--- config.mk ---
export PLATFORM = sky130hd
export DESIGN_NAME = req_arbiter
export DESIGN_NICKNAME = d
export VERILOG_FILES = /design/src/rtl/req_arbiter.sv
export SDC_FILE = /design/constraint.sdc
export NUM_CORES = 1
export LEC_CHECK = 0
export BUFFER_PORTS_ARGS = -buffer_cell sky130_fd_sc_hd__buf_2
export CAP_MARGIN = 20
export CORE_ASPECT_RATIO = 0.9
export CORE_UTILIZATION = 25
export CTS_CLUSTER_DIAMETER = 200
export CTS_CLUSTER_SIZE = 10
export DETAILED_ROUTE_END_ITERATION = 7
export PLACE_DENSITY = 0.39
export SLEW_MARGIN = 20
export SYNTH_ARGS = -nofsm -noshare
export SYNTH_HDL_FRONTEND = slang
export SYNTH_SLANG_ARGS = --single-unit
--- constraint.sdc ---
create_clock -name clk -period 3.9 [get_ports clk]
set_clock_uncertainty 0.05 [all_clocks]
set_input_delay 0.195 -clock clk [delete_from_list [all_inputs] [get_ports clk]]
set_output_delay 0.195 -clock clk [all_outputs]
set_load 0.005 [all_outputs]
--- src/rtl/req_arbiter.sv ---
// Round-robin request arbiter with a valid/ready grant handshake.
// The winner is registered: one-hot grant plus its binary index, held
// stable until the consumer accepts it. The pointer moves to just past the
// accepted index, which gives each active requester a turn within N grants.
//
// state  | meaning
// -------+------------------------------------------------------------
// S_IDLE | no grant outstanding; arbitrate from ptr when any req is set
// S_GRANT| grant held until out_ready; on accept, re-arbitrate at once
module req_arbiter #(
    parameter int N = 8,
    parameter int W = 3
) (
    input  logic         clk,
    input  logic         rst,
    input  logic [N-1:0] req,
    input  logic         out_ready,
    output logic         out_valid,
    output logic [N-1:0] grant,
    output logic [W-1:0] grant_idx,
    output logic [W-1:0] ptr
);

    typedef enum logic {
        S_IDLE  = 1'b0,
        S_GRANT = 1'b1
    } state_t;

    state_t         state_q, state_d;
    logic [W-1:0]   ptr_q, ptr_d;
    logic [W-1:0]   idx_q, idx_d;
    logic [N-1:0]   grant_q, grant_d;

    logic           handshake;
    logic [W-1:0]   scan_base;
    logic [W-1:0]   cand;
    logic           win_found;
    logic [W-1:0]   win_idx;

    // Priority scan starting at scan_base. The base is the post-accept
    // pointer during a handshake so back-to-back grants already use the
    // updated priority. Scanning high offset to low lets the nearest hit win.
    always_comb begin
        handshake = (state_q == S_GRANT) && out_ready;
        scan_base = handshake ? (idx_q + W'(1)) : ptr_q;
        win_found = 1'b0;
        win_idx   = '0;
        cand      = '0;
        for (int i = N - 1; i >= 0; i--) begin
            cand = scan_base + W'(i);
            if (req[cand]) begin
                win_found = 1'b1;
                win_idx   = cand;
            end
        end
    end

    // Next-state and next-grant logic; out_ready is only meaningful in S_GRANT.
    always_comb begin
        state_d = state_q;
        ptr_d   = ptr_q;
        idx_d   = idx_q;
        grant_d = grant_q;
        case (state_q)
            S_IDLE: begin
                if (win_found) begin
                    state_d = S_GRANT;
                    idx_d   = win_idx;
                    grant_d = {{(N-1){1'b0}}, 1'b1} << win_idx;
                end
            end
            S_GRANT: begin
                if (handshake) begin
                    ptr_d = idx_q + W'(1);
                    if (win_found) begin
                        idx_d   = win_idx;
                        grant_d = {{(N-1){1'b0}}, 1'b1} << win_idx;
                    end else begin
                        state_d = S_IDLE;
                        idx_d   = '0;
                        grant_d = '0;
                    end
                end
            end
            default: begin
                state_d = S_IDLE;
                idx_d   = '0;
                grant_d = '0;
            end
        endcase
    end

    // State, pointer and grant registers; reset clears everything at once.
    always_ff @(posedge clk or posedge rst) begin
        if (rst) begin
            state_q <= S_IDLE;
            ptr_q   <= '0;
            idx_q   <= '0;
            grant_q <= '0;
        end else begin
            state_q <= state_d;
            ptr_q   <= ptr_d;
            idx_q   <= idx_d;
            grant_q <= grant_d;
        end
    end

    assign out_valid = (state_q == S_GRANT);
    assign grant     = grant_q;
    assign grant_idx = idx_q;
    assign ptr       = ptr_q;

endmodule

==> results by stage, run 1 <==
Setup path:
- STA classifies the critical path startpoint as a flip-flop.
- The setup path with the least slack is of type flip-flop to flip-flop.
- The biggest fanout along the worst timing path is 9.
- The worst setup path is captured at a flip-flop.
- Data on the critical path is required at its endpoint by 4000 ps.
- The data arrival time of the worst path is 3690 ps.

Synthesis:
- Sorting the synthesized cells by how often they occur yields sky130_fd_sc_hd__nand3_1 (18), sky130_fd_sc_hd__dfrtp_1 (15), sky130_fd_sc_hd__nand2_1 (15), sky130_fd_sc_hd__mux2i_1 (14).
- The distinct cell type count after synthesis is 61.
- The most common cell in the netlist is sky130_fd_sc_hd__nand3_1.
- Sorting the synthesized cells by area gives the leading types as sky130_fd_sc_hd__dfrtp_1 (22%), sky130_fd_sc_hd__mux2i_1 (8.2%), sky130_fd_sc_hd__nand3_1 (5.3%).
- The share of synthesized area in the top cell type comes to 22.0%.
- The dominant synthesized flop cell is sky130_fd_sc_hd__dfrtp_1.
- The synthesized netlist occupies a cell area of 1710 um^2.
- The share of synthesized area occupied by flip-flops and latches is 22.0%.
- The synthesized design contains 15 register bits.
- The count of synthesis-stage warnings from yosys is 0.
- In the synthesized netlist the async set-or-reset flop fraction comes to 100%.
- The post-synth net total is 206.
- The number of cells produced by synthesis is 193.
- The synthesized design spends more area on one cell type than any other, namely sky130_fd_sc_hd__dfrtp_1.
- After synthesis, the mean cell area works out to 8.84 um^2.
- Yosys mapped a number of flops with a built-in enable equal to 0.

Timing:
- The setup TNS is 0 ps.
- The worst slew margin relative to its limit is 54.4%.
- The number of pins with negative max-slew slack in the final report is 0.
- The count of endpoints failing setup in the final report is 0.
- Hold is met by 328 ps.
- The maximum clock rate is 278 MHz.
- Setup repair after global routing left no endpoint under its margin.
- In the finished design, the share of the clock period the worst path needs comes to 92.1%.
- The worst path in the final design needs a cycle of 3590 ps, including I/O delays and setup.
- The final count of hold timing violations is 0.
- The transition time of the tightest slew-check pin is 665 ps.

Clock tree:
- CTS built an H-tree with a depth of 1.
- The number of clock buffers added by TritonCTS is 3.
- TritonCTS built the clock tree.
- The number of buffers between clock root and the deepest sink is 2.
- The count of instances resized after the clock tree is built is 0.
- The tree built by TritonCTS fans out to 15 sinks.
- The hold buffer count at CTS is 1.
- The cell at the root of the clock tree is sky130_fd_sc_hd__clkbuf_8.
- The clock latency of the later-clocked register in the worst-skew pair is 250 ps.
- The post-CTS setup repair buffer count is 0.
- The post-CTS clock slew at the launch and capture registers of the worst setup and hold paths is 70 ps.

Routing:
- The number of vias per cell after detailed routing is 5.27.
- The count of routing violations after the opening detailed-route iteration is 154.
- The detailed router placed 1,648 vias in this run.
- The DRC violation count after routing is 0.
- The final layout contains routed wiring with a total length of 5.20 mm.
- The first detailed-routing pass took 4 iterations.
- In the final routed layout, each cell accounts on average for 16.6 um.
- In this run the remaining antenna-violating nets after routing total 0.

Placed design:
- After detailed placement, the total cell area comes to approximately 2000 um^2.
- The count of buffers inserted at the top-level ports is 25.
- At the end of routability-driven placement, the weighted congestion stood at approximately 0.84.
- The HPWL after detailed placement is 4.15 mm.

Run status:
- The flow ran to the end, and the final reports show no timing, DRC or antenna violations.

Layout:
- The post-synthesis to final-layout area growth is 17.7%.
- After the last flow step, the layout net total stands at 237.
- The number of antenna diodes is 0.
- The area of all placed cells without fillers is 2010 um^2.
- The share of layout cells above drive strength 1 is 27.4%.
- Cells fill 30.5% of the core in the end.

Global routing:
- The first global-routing pass estimated 8.34 mm of wire.
- After global routing the overflow that remains totals 0.
- Entering global routing, the biggest net connects 16 pins.
- The number of antenna violations at the first check in global routing was 0.
- Global routing used 15.5% of the available tracks.
- The number of global-route vias before repair is around 1,500.

Floorplan:
- The initial standard-cell utilization of the core is 25.9%.
- The overall die area is 7160 um^2.
- From left edge to right edge, the die measures 89.1 um.
- The number of I/O pins is 26.
- The region available for standard cell placement spans 6590 um^2.
- The floorplan step set the die height to ~80 um.
- The number of placement rows is 28.

Min path:
- In this run the worst hold path is classified as input pin to flip-flop.

Flow run:
- The tool flagged a number of max-cap violations equal to 0.
[placed cells by master, fill, tap and decap left out, types with 3 or more instances in the layout]
| cell type | instances |
|---|---|
| sky130_fd_sc_hd__a32o_1 | 4 |
| sky130_fd_sc_hd__a211oi_1 | 4 |
| sky130_fd_sc_hd__nor2b_1 | 3 |
| sky130_fd_sc_hd__dfrtp_1 | 15 |
| sky130_fd_sc_hd__nand3_1 | 18 |
| sky130_fd_sc_hd__and2_1 | 6 |
| sky130_fd_sc_hd__a21oi_1 | 5 |
| sky130_fd_sc_hd__mux2i_1 | 14 |
| sky130_fd_sc_hd__nand2b_1 | 4 |
| sky130_fd_sc_hd__nand2_1 | 15 |
| sky130_fd_sc_hd__a21o_1 | 3 |
| sky130_fd_sc_hd__buf_2 | 25 |
| sky130_fd_sc_hd__inv_1 | 5 |
| sky130_fd_sc_hd__nor2_1 | 10 |
| sky130_fd_sc_hd__buf_4 | 7 |
| sky130_fd_sc_hd__a22oi_1 | 3 |
| sky130_fd_sc_hd__and3_1 | 8 |
| sky130_fd_sc_hd__clkbuf_8 | 3 |
| sky130_fd_sc_hd__xnor2_1 | 3 |
| sky130_fd_sc_hd__o21ai_0 | 10 |
| sky130_fd_sc_hd__o31ai_1 | 4 |
| sky130_fd_sc_hd__mux2_2 | 5 |
[final cells by class]
cell class,count,area [um^2]
well taps,90,113
flip-flops and latches,15,375
clock buffers,3,41.3
multi-input cells,163,1250
repair buffers,33,188
fillers,730,4580
clock inverters,1,5.00
inverters,8,32.5
[cells by family after synthesis]
kind of cell	Yosys count	share of synthesized area, %
DFF	15	22.0
adders and majority gates	2	1.47
buffers and inverters	15	4.47
xor gates and xnor gates	6	4.18
AOI/OAI and AO/OA	55	25.9
and+or+nand+nor	77	25.7
muxes	23	16.3
[layer usage]
| layer | track usage, % | vias up | wire (um) |
|---|---|---|---|
| met5 | 0 | - | 0 |
| met4 | 3.81 | 0 | 55 |
| met3 | 2.77 | 6 | 279 |
| met2 | 21.8 | 67 | 2190 |
| met1 | 23.8 | 775 | 2670 |
| li1 | - | 800 | - |
[sequential cells by signal, indices dropped and copies added, names as in the netlist]
signal and count:
ptr 3, out_valid 1, grant 8, grant_idx 3
[stage by stage]
stage	cells	setup WS, ps
finish	313	307
global route	313	47.6
CTS	313	280
detailed placement	308	314
global placement	308	316
floorplan	193	539
[final timing paths]
path / startpoint / to / slack (ps) / depth (start not counted)
worst max-delay path: grant_idx[0] / grant[6] / 310 / 12
worst min-delay path: out_ready / out_valid / 330 / 2
worst max register to register: grant_idx[0] / grant[6] / 310 / 12
worst min register to register: grant[1] / grant[1] / 420 / 2
max in group asynchronous: rst / grant_idx[0] / 2910 / 3
min in group asynchronous: rst / grant[5] / 500 / 3
[critical path: stages, from the launching register on]
cell	delay (ps)
sky130_fd_sc_hd__dfrtp_1	450
sky130_fd_sc_hd__ha_1	380
sky130_fd_sc_hd__and3_1	220
sky130_fd_sc_hd__nor2_2	140
sky130_fd_sc_hd__inv_2	50
sky130_fd_sc_hd__ha_1	230
sky130_fd_sc_hd__xnor2_4	280
sky130_fd_sc_hd__mux2i_1	180
sky130_fd_sc_hd__mux2_2	330
sky130_fd_sc_hd__nor4b_2	450
sky130_fd_sc_hd__a21o_1	350
sky130_fd_sc_hd__nor2b_1	110
sky130_fd_sc_hd__a32o_1	270
Power of run 1 is not shown: default switching activity piles up to over one toggle a cycle in this logic, so the estimate is an artifact.
==> inputs of run 2 (changes only) <==
--- a/config.mk
+++ b/config.mk
@@ -5,7 +5,7 @@
 export SDC_FILE = /design/constraint.sdc
 export NUM_CORES = 1
 export LEC_CHECK = 0
-export BUFFER_PORTS_ARGS = -buffer_cell sky130_fd_sc_hd__buf_2
+export BUFFER_PORTS_ARGS = -buffer_cell sky130_fd_sc_hd__clkbuf_2
 export CAP_MARGIN = 20
 export CORE_ASPECT_RATIO = 0.9
 export CORE_UTILIZATION = 25
==> results by stage, run 2 (synthesis results as in run 1) <==
Clock tree:
- CTS built an H-tree with a depth of 1.
- The number of clock buffers added by TritonCTS is 3.
- TritonCTS built the clock tree.
- The cell at the root of the clock tree is sky130_fd_sc_hd__clkbuf_8.
- The post-CTS clock slew at the launch and capture registers of the worst setup and hold paths is 70 ps.
- The post-CTS setup repair buffer count is 0.
- The clock drives 15 sinks.
- In this run the deepest clock path goes through 2 buffers.
- The clock latency of the later-clocked register in the worst-skew pair is between 200 and 300 ps.

Floorplan:
- The overall die area is 7160 um^2.
- The number of placement rows is 28.
- The area of the core region is between 6000 and 7000 um^2.
- The number of I/O pins is 26.
- For this configuration, the core starts out at a cell density of 25.9%.
- In this run the vertical extent of the chip is 80.4 um.
- In this run the horizontal extent of the chip is 89.1 um.

Power and ir drop:
- The part of the power in the clock network is 5.9%.
- The leakage power is 0.895 nW.
- The cell-internal power is 1.11 mW.
- The part of the total power dissipated in combinational logic is 82.7%.
- Of the total power, registers draw between 10% and 20%.
- Net switching is 51.1% of the power.
- The worst-case IR drop observed on VDD is 0.361 mV.
- Power spread over the standard cell area amounts to 1130 nW/um^2.
- The net switching component of the power is 1.16 mW.

Layout:
- The register with the most flip-flops in the layout has 8 of them.
- Fill cells in the final layout number between 700 and 800.
- Leaving out fill and tap cells, the most frequent cells in the layout are sky130_fd_sc_hd__clkbuf_2 (25), sky130_fd_sc_hd__nand3_1 (18), sky130_fd_sc_hd__nand2_1 (15), sky130_fd_sc_hd__dfrtp_1 (15), sky130_fd_sc_hd__mux2i_1 (14).
- Leaving out fill and tap cells, the most frequent cell in the layout is sky130_fd_sc_hd__clkbuf_2.
- The share of layout cells above drive strength 1 is 27.4%.
- 0 antenna diodes ended up in the layout.
- The area growth from synthesis to layout is 17.9%.
- The net count reported at finish is roughly 240.
- Cells fill 30.5% of the core in the end.

Setup path:
- STA classifies the critical path startpoint as a flip-flop.
- The worst path required time is 4000 ps.
- The kind of capture point of the worst setup path is a flip-flop.
- The setup path with the least slack is of type flip-flop to flip-flop.
- In this run the worst path has a maximum fanout of 9.
- Across all register-to-register paths, the minimum setup slack is 300 ps.
- Data on the critical path arrives at its endpoint at roughly 3700 ps.

Run status:
- The flow ran to the end, and the final reports show no timing, DRC or antenna violations.

Placed design:
- Summed over all nets, the half-perimeter wirelength after detailed placement is 4.12 mm.
- The final estimated routing congestion in global placement is 0.830.
- Buffers placed on the I/O ports in this run total 25.

Timing:
- Counting I/O delays and the setup requirement, the final critical path takes 3600 ps.
- The worst slew margin relative to its limit is 58.7%.
- In the final timing run, aggregate negative setup slack is 0 ps.
- The count of endpoints failing setup in the final report is 0.
- Setup repair after global routing left no endpoint under its margin.
- The transition time of the tightest slew-check pin is 603 ps.
- Dividing the final minimum period by the clock period gives 92.4%.
- The maximum clock rate is about 280 MHz.
- The number of pins with negative max-slew slack in the final report is 0.
- Across all hold checks on the routed design, the worst slack comes to 323 ps.
- The final count of hold timing violations came to 0.

Global routing:
- The number of antenna violations at the first check in global routing came to 0.
- After global routing the overflow that remains totals 0.
- The number of global-route vias before repair is between 1,000 and 1,500.
- Global routing consumed, over all layers together, 14.9% of the routing resources.
- The pin count of the biggest net entering global routing is 16.
- The first-pass GRT wire length is roughly 8 mm.

Routing:
- After detailed routing, the number of vias per cell comes to 5.09.
- In the routed design, unresolved DRC markers number 0.
- The final layout contains routed wiring with a total length of 5.09 mm.
- The count of routing violations after the opening detailed-route iteration is 65.
- In the final routed layout, each cell accounts on average for 16.3 um.
- For this block, the via count after detailed routing is 1,593.
- In this run the remaining antenna-violating nets after routing total 0.
- The pre-antenna-repair detailed-routing pass consisted of 4 iterations.

Flow run:
- The max-capacitance violation count is 0.

Min path:
- The min-delay analysis places its worst path in the category input pin to flip-flop.
[run 2: cell types whose count changed in the layout (fill, tap and decap cells not counted)]
cell	change
sky130_fd_sc_hd__clkbuf_2	+25
sky130_fd_sc_hd__clkinv_2	-1
sky130_fd_sc_hd__clkinvlp_4	+1
sky130_fd_sc_hd__buf_2	-25
[run 2: layout make-up]
| type | instances | area, um^2 | area share, % |
|---|---|---|---|
| tap | 90 | 113 | 5.60 |
| timing repair buffer | 33 | 188 | 9.33 |
| inverter | 8 | 32.5 | 1.62 |
| clock inverter | 1 | 7.51 | 0.373 |
| multi-input combinational | 163 | 1250 | 62.4 |
| sequential | 15 | 375 | 18.7 |
| clock buffer | 3 | 41.3 | 2.05 |
[run 2: final timing paths]
| kind | startpoint | to | cells past startpoint |
|---|---|---|---|
| min in group asynchronous | rst | grant_idx[0] | 3 |
| hold reg to reg | grant[5] | grant[5] | 2 |
| hold / removal | out_ready | out_valid | 2 |
| setup reg to reg | grant_idx[0] | grant[6] | 12 |
| max in group asynchronous | rst | ptr[1] | 3 |
| setup / recovery | grant_idx[0] | grant[6] | 12 |
[run 2: routing by layer]
layer / share of wire (%) / global-route usage (%) / vias up
met5: 0 / 0 / -
met4: 0.59 / 3.33 / 0
met3: 7.7 / 2.77 / 6
met2: 42 / 22.1 / 53
met1: 50 / 22.1 / 737
li1: - / - / 797
[run 2: per-stage QoR]
stage | setup slack [ps] | std cells | instance area [um^2] | power, mW
floorplan | 539 | 193 | 1710 | 1.69
global placement | 307 | 308 | 1950 | 2.19
detailed placement | 316 | 308 | 1950 | 2.14
CTS | 269 | 313 | 2010 | 2.29
global route | 53.1 | 313 | 2010 | 2.48
finish | 295 | 313 | 2010 | 2.27
[run 2: timing repair]
action / CTS / global route
hold endpoints to repair: 15 / 0
gates resized for setup: 0 / 0
hold buffers: 1 / 0
[run 2: worst max-delay path, cell delays in order, from the launching register on]
cell                      delay (ps)
sky130_fd_sc_hd__dfrtp_1         450
sky130_fd_sc_hd__ha_1            380
sky130_fd_sc_hd__and3_1          210
sky130_fd_sc_hd__nor2_2          140
sky130_fd_sc_hd__inv_2            50
sky130_fd_sc_hd__ha_1            240
sky130_fd_sc_hd__xnor2_4         280
sky130_fd_sc_hd__mux2i_1         190
sky130_fd_sc_hd__mux2_2          320
sky130_fd_sc_hd__nor4b_2         470
sky130_fd_sc_hd__a21o_1          340
sky130_fd_sc_hd__nor2b_1         100
sky130_fd_sc_hd__a32o_1          260
[run 2: power groups by stage]
| stage | Combinational [mW] | Sequential [mW] | Clock (mW) |
|---|---|---|---|
| after floorplan | 1.43 | 0.255 | 0 |
| after global placement | 1.93 | 0.260 | 0 |
| after detailed placement | 1.88 | 0.262 | 0 |
| after CTS | 1.89 | 0.260 | 0.138 |
| after global routing | 2.06 | 0.266 | 0.146 |
| final | 1.87 | 0.260 | 0.133 |
Power figures use the tool's default switching activity.
